$ cat config.mk
export PLATFORM = sky130hd
export DESIGN_NAME = seq_unsigned_multiplier
export DESIGN_NICKNAME = d
export VERILOG_FILES = /design/src/rtl/seq_unsigned_multiplier.sv
export SDC_FILE = /design/constraint.sdc
export NUM_CORES = 1
export LEC_CHECK = 0
export ABC_CLOCK_PERIOD_IN_PS = 5500
export BUFFER_PORTS_ARGS = -buffer_cell sky130_fd_sc_hd__buf_2
export CAP_MARGIN = 20
export CELL_PAD_IN_SITES_DETAIL_PLACEMENT = 1
export CELL_PAD_IN_SITES_GLOBAL_PLACEMENT = 2
export CORE_ASPECT_RATIO = 0.9
export CORE_MARGIN = 3
export CORE_UTILIZATION = 39
export DETAILED_ROUTE_END_ITERATION = 7
export HOLD_SLACK_MARGIN = 0.08
export PLACE_DENSITY = 0.87
export SLEW_MARGIN = 20
export SYNTH_ARGS = -nofsm -noshare
export SYNTH_HDL_FRONTEND = slang
export SYNTH_SLANG_ARGS = --single-unit
$ cat constraint.sdc
create_clock -name i_clk -period 5.5 [get_ports i_clk]
set_clock_uncertainty 0.05 [all_clocks]
set_input_delay 0.55 -clock i_clk [delete_from_list [all_inputs] [get_ports i_clk]]
set_output_delay 0.55 -clock i_clk [all_outputs]
set_load 0.01 [all_outputs]
$ cat src/rtl/seq_unsigned_multiplier.sv
// Sequential unsigned shift-add multiplier: A/C/Q/M datapath with an ADD/SHIFT
// controller, one partial-product add per multiplier bit, start/done handshake.
module seq_unsigned_multiplier #(
    parameter int WIDTH = 8
) (
    input  logic               i_clk,
    input  logic               i_rst_n,
    input  logic               start,
    input  logic [WIDTH-1:0]   multiplicand,
    input  logic [WIDTH-1:0]   multiplier,
    output logic [2*WIDTH-1:0] product,
    output logic               busy,
    output logic               done
);
    localparam int CW = $clog2(WIDTH + 1);

    typedef enum logic [1:0] {IDLE, ADD, SHIFT, DONE} state_t;

    state_t           state, state_nxt;
    logic [WIDTH-1:0] a, q, m;
    logic             c;
    logic [CW-1:0]    count;
    logic [WIDTH:0]   sum;
    logic             last;

    assign sum  = {1'b0, a} + {1'b0, m};
    assign last = (count == CW'(1));

    always_ff @(posedge i_clk or negedge i_rst_n) begin
        if (!i_rst_n) state <= IDLE;
        else          state <= state_nxt;
    end

    always_comb begin
        state_nxt = state;
        case (state)
            IDLE:    if (start) state_nxt = ADD;
            ADD:     state_nxt = SHIFT;
            SHIFT:   state_nxt = last ? DONE : ADD;
            DONE:    state_nxt = IDLE;
            default: state_nxt = IDLE;
        endcase
    end

    // Carry C is kept as a real register bit so the WIDTH+1-bit add never loses
    // its MSB; the following shift moves it into A's top bit.
    always_ff @(posedge i_clk or negedge i_rst_n) begin
        if (!i_rst_n) begin
            a       <= '0;
            c       <= 1'b0;
            q       <= '0;
            m       <= '0;
            count   <= '0;
            product <= '0;
        end else begin
            case (state)
                IDLE: if (start) begin
                    m     <= multiplicand;
                    q     <= multiplier;
                    a     <= '0;
                    c     <= 1'b0;
                    count <= CW'(WIDTH);
                end
                ADD: if (q[0]) {c, a} <= sum;
                SHIFT: begin
                    {c, a, q} <= {1'b0, c, a, q[WIDTH-1:1]};
                    count     <= count - CW'(1);
                    if (last) product <= {c, a, q[WIDTH-1:1]};
                end
                default: ;
            endcase
        end
    end

    assign busy = (state != IDLE);
    assign done = (state == DONE);

endmodule

==> flow_metrics.env <==
export IMPL_root_buffer="clkbuf_8"
export IMPL_relSlewSlack_pct=42.5
export IMPL_clk_latency_ns=0.29
export IMPL_io_buffers=36
export IMPL_synthCells=219
export IMPL_ant_nets=0
export IMPL_finalHoldViolations=0
export IMPL_die_h_um=80.8
export IMPL_numClockSinks=47
export IMPL_powerDensity_mw_per_mm2=529
export IMPL_tightest_slew_ns=0.860
export IMPL_postCtsSetupBuffers=0
export IMPL_synth_edf_count=0
export IMPL_wl_per_cell_um=16.1
export IMPL_synth_seq_area_share_pct=48.5
export IMPL_fin_crit_ns=2.75
export IMPL_nets=287
export IMPL_syn_area_mm2=0.00242
export IMPL_htreeDepth=2
export IMPL_r2r_start="state[0]$_DFFE_PN0P_"
export IMPL_ctsHoldBuffers=0
export IMPL_via_per_inst=5.58
export IMPL_critPathMaxFanout=25
export IMPL_num_fill_cells=648
export IMPL_clkPwrFrac_pct=17.8
export IMPL_post_route_drc_count=0
export IMPL_comb_power_share_pct=43.0
export IMPL_grt_pass1_wl_mm=8.99
export IMPL_cp_arrival_ns=2.89
export IMPL_setup_ws_ns=2.75
export IMPL_regArea_mm2=0.00118
export IMPL_run_status="completed"
export IMPL_yosys_area_top_type="dfrtp_1"
export IMPL_grt_ovfl_total=0
export IMPL_seq_power_share_pct=39.2
export IMPL_end_kind="register"
export IMPL_cp_slowest_cell="ha_1"
export IMPL_rows=26
export IMPL_die_w_um=89.1
export IMPL_critPathMaxStageDelay_ns=0.74
export IMPL_insertedDiodeCount=0
export IMPL_track_usage_pct=16.1
export IMPL_dieArea_mm2=0.00720
export IMPL_gp_congestion=0.724
export IMPL_synth_seq_cells=47
export IMPL_drt_wl_total_mm=5.21
export IMPL_synth_ff_type="dfrtp_1"
export IMPL_worstSetupStartpoint="state[0]$_DFFE_PN0P_"
export IMPL_fp_coreArea_mm2=0.00586
export IMPL_clk_pin_slew_worst_paths_ns=0.09
export IMPL_grt_max_degree=48
export IMPL_cts_tree="built"
export IMPL_setup_viol=0
export IMPL_start_util_pct=41.4
export IMPL_drv_cap=0
export IMPL_p_sw_uw=580
export IMPL_crit_type="reg2reg"
export IMPL_cts_repair_resized=0
export IMPL_cp_required_ns=5.64
export IMPL_path_cells="inv_1 > ha_1 > nand2_1 > nor3_4 > mux2_2"
export IMPL_cts_path_max_buffers=2
export IMPL_hpwl_mm=3.70
export IMPL_p_int_uw=884
export IMPL_synth_area_leaders="dfrtp_1, mux2_2, ha_1"
export IMPL_synth_top_area_share_pct=48.5
export IMPL_r2r_slack_ns=2.75
export IMPL_numCtsBuffers=5
export IMPL_period_share_pct=50.0
export IMPL_first_pass_iters=4
export IMPL_rsz0062_at_grt="no"
export IMPL_slew_viol_final=0
export IMPL_multi_input_area_mm2=0.00118
export IMPL_yosysUniqueCellTypes=40
export IMPL_p_sw_share_pct=39.6
export IMPL_drt_initial_drc_count=47
export IMPL_hold_class="in2async"
export IMPL_synthArstFlopShare_pct=100
export IMPL_layout_drive_gt1_share_pct=26.8
export IMPL_io_pins=37
export IMPL_yosysWarningCount=0
export IMPL_grt_pass1_vias=1824
export IMPL_antenna_found_initial=0
export IMPL_peakVddDrop_mv=0.269
export IMPL_vias=1807
export IMPL_dp_slack_ns=2.68
export IMPL_area_growth_pct=14.2
export IMPL_p_leak_nw=1.36
export IMPL_synth_nets=253
export IMPL_finalSetupTns_ns=0
export IMPL_postSynthAreaPerCell_um2=11.1
export IMPL_max_freq_ghz=0.363
export IMPL_start_kind="register"
## stage by stage
stage / cell area (µm²) / power (mW) / util (%) / cells / hold WS [ns]
after detailed placement: 2650 / 1.21 / 45.2 / 316 / 0.421
final: 2770 / 1.46 / 47.3 / 324 / 0.202
after floorplan: 2420 / 1.03 / - / 219 / 0.204
after CTS: 2770 / 1.48 / 47.2 / 324 / 0.427
after global placement: 2650 / 1.20 / 45.2 / 316 / 0.414
after global routing: 2770 / 1.61 / 47.3 / 324 / 0.236
## synthesized netlist by cell type (all sizes together) (3+ instances only)
library cell  number
a21oi             15
a22o               3
a22oi              8
and3               9
buf                3
clkbuf             6
dfrtp             47
ha                14
inv                6
mux2              25
nand2             17
nand3              7
nor2               5
nor3               3
o21ai             24
o221ai             4
xor2               4
## cells in the final DEF, fill, tap and decap left out, types with 2 or more instances in the layout
cell type / count
a22oi_1: 8
buf_2: 35
nor3_1: 2
o21ai_0: 23
or3_1: 2
mux2_2: 16
a21oi_1: 15
nand3_1: 7
o221ai_1: 4
dfrtp_1: 47
and3_1: 9
mux2_1: 9
ha_1: 14
inv_1: 5
xor2_1: 4
nand2_1: 17
a211oi_1: 2
clkbuf_8: 6
a22o_1: 3
nor2_1: 4
## routing by layer
layer  global-route usage, %  vias to the layer above  wire, µm
met3                    3.25                        4       145
met2                    23.8                       25      2290
met4                    4.02                        0        55
met1                    24.1                      908      2720
met5                       0                        -         0
li1                        -                      870         -
## cell type report
cell class,instances,area share (%)
clock buffers,6,2.98
clock inverters,2,1.27
inverters,6,0.814
multi-input cells,157,42.7
flip-flops and latches,47,42.5
well taps,70,3.16
repair buffers,36,6.60
## final timing paths
kind,end,depth (start not counted)
min reg2reg,product[0]$_DFFE_PN0P_,1
min in group i_clk,m[7]$_DFFE_PN0P_,2
min,product[1]$_DFFE_PN0P_,1
max reg2reg,product[14]$_DFFE_PN0P_,5
max,product[14]$_DFFE_PN0P_,5
max in group asynchronous,a[0]$_DFFE_PN0P_,1
## worst max-delay path, delay by kind of cell, from the launching register on
kind,cells,cell delay [ns]
fa+ha+maj,1,0.74
buf+inv,1,0.13
simple gates,2,0.91
flops,1,0.40
mux,1,0.41
## registers in the layout, summed over array words and instances (netlist names)
register,cells
state,2
count,4
product,16
a,8
m,8
q,8
c,1
## cell families (layout without fill, tap and decap cells)
logic type               count (synthesis)  after routing  share of synthesized area [%]
adder cells (fa/ha/maj)                 15             15                           8.05
buffers and inverters                   15             50                           2.74
XOR/XNOR                                 5              5                           1.81
multiplexers                            26             26                           12.0
AND/OR/NAND/NOR                         48             48                           10.5
AO/OA/AOI/OAI                           63             63                           16.4
flip-flops                              47             47                           48.5
## power by group through the flow
stage,Combinational [mW],Clock [mW],Sequential [mW]
5_1_grt,0.726,0.286,0.596
2_1_floorplan,0.459,0,0.569
4_1_cts,0.637,0.271,0.575
6_report,0.630,0.261,0.573
3_3_place_gp,0.616,0,0.579
3_5_place_dp,0.631,0,0.582
(Power assumes the default switching activity.)
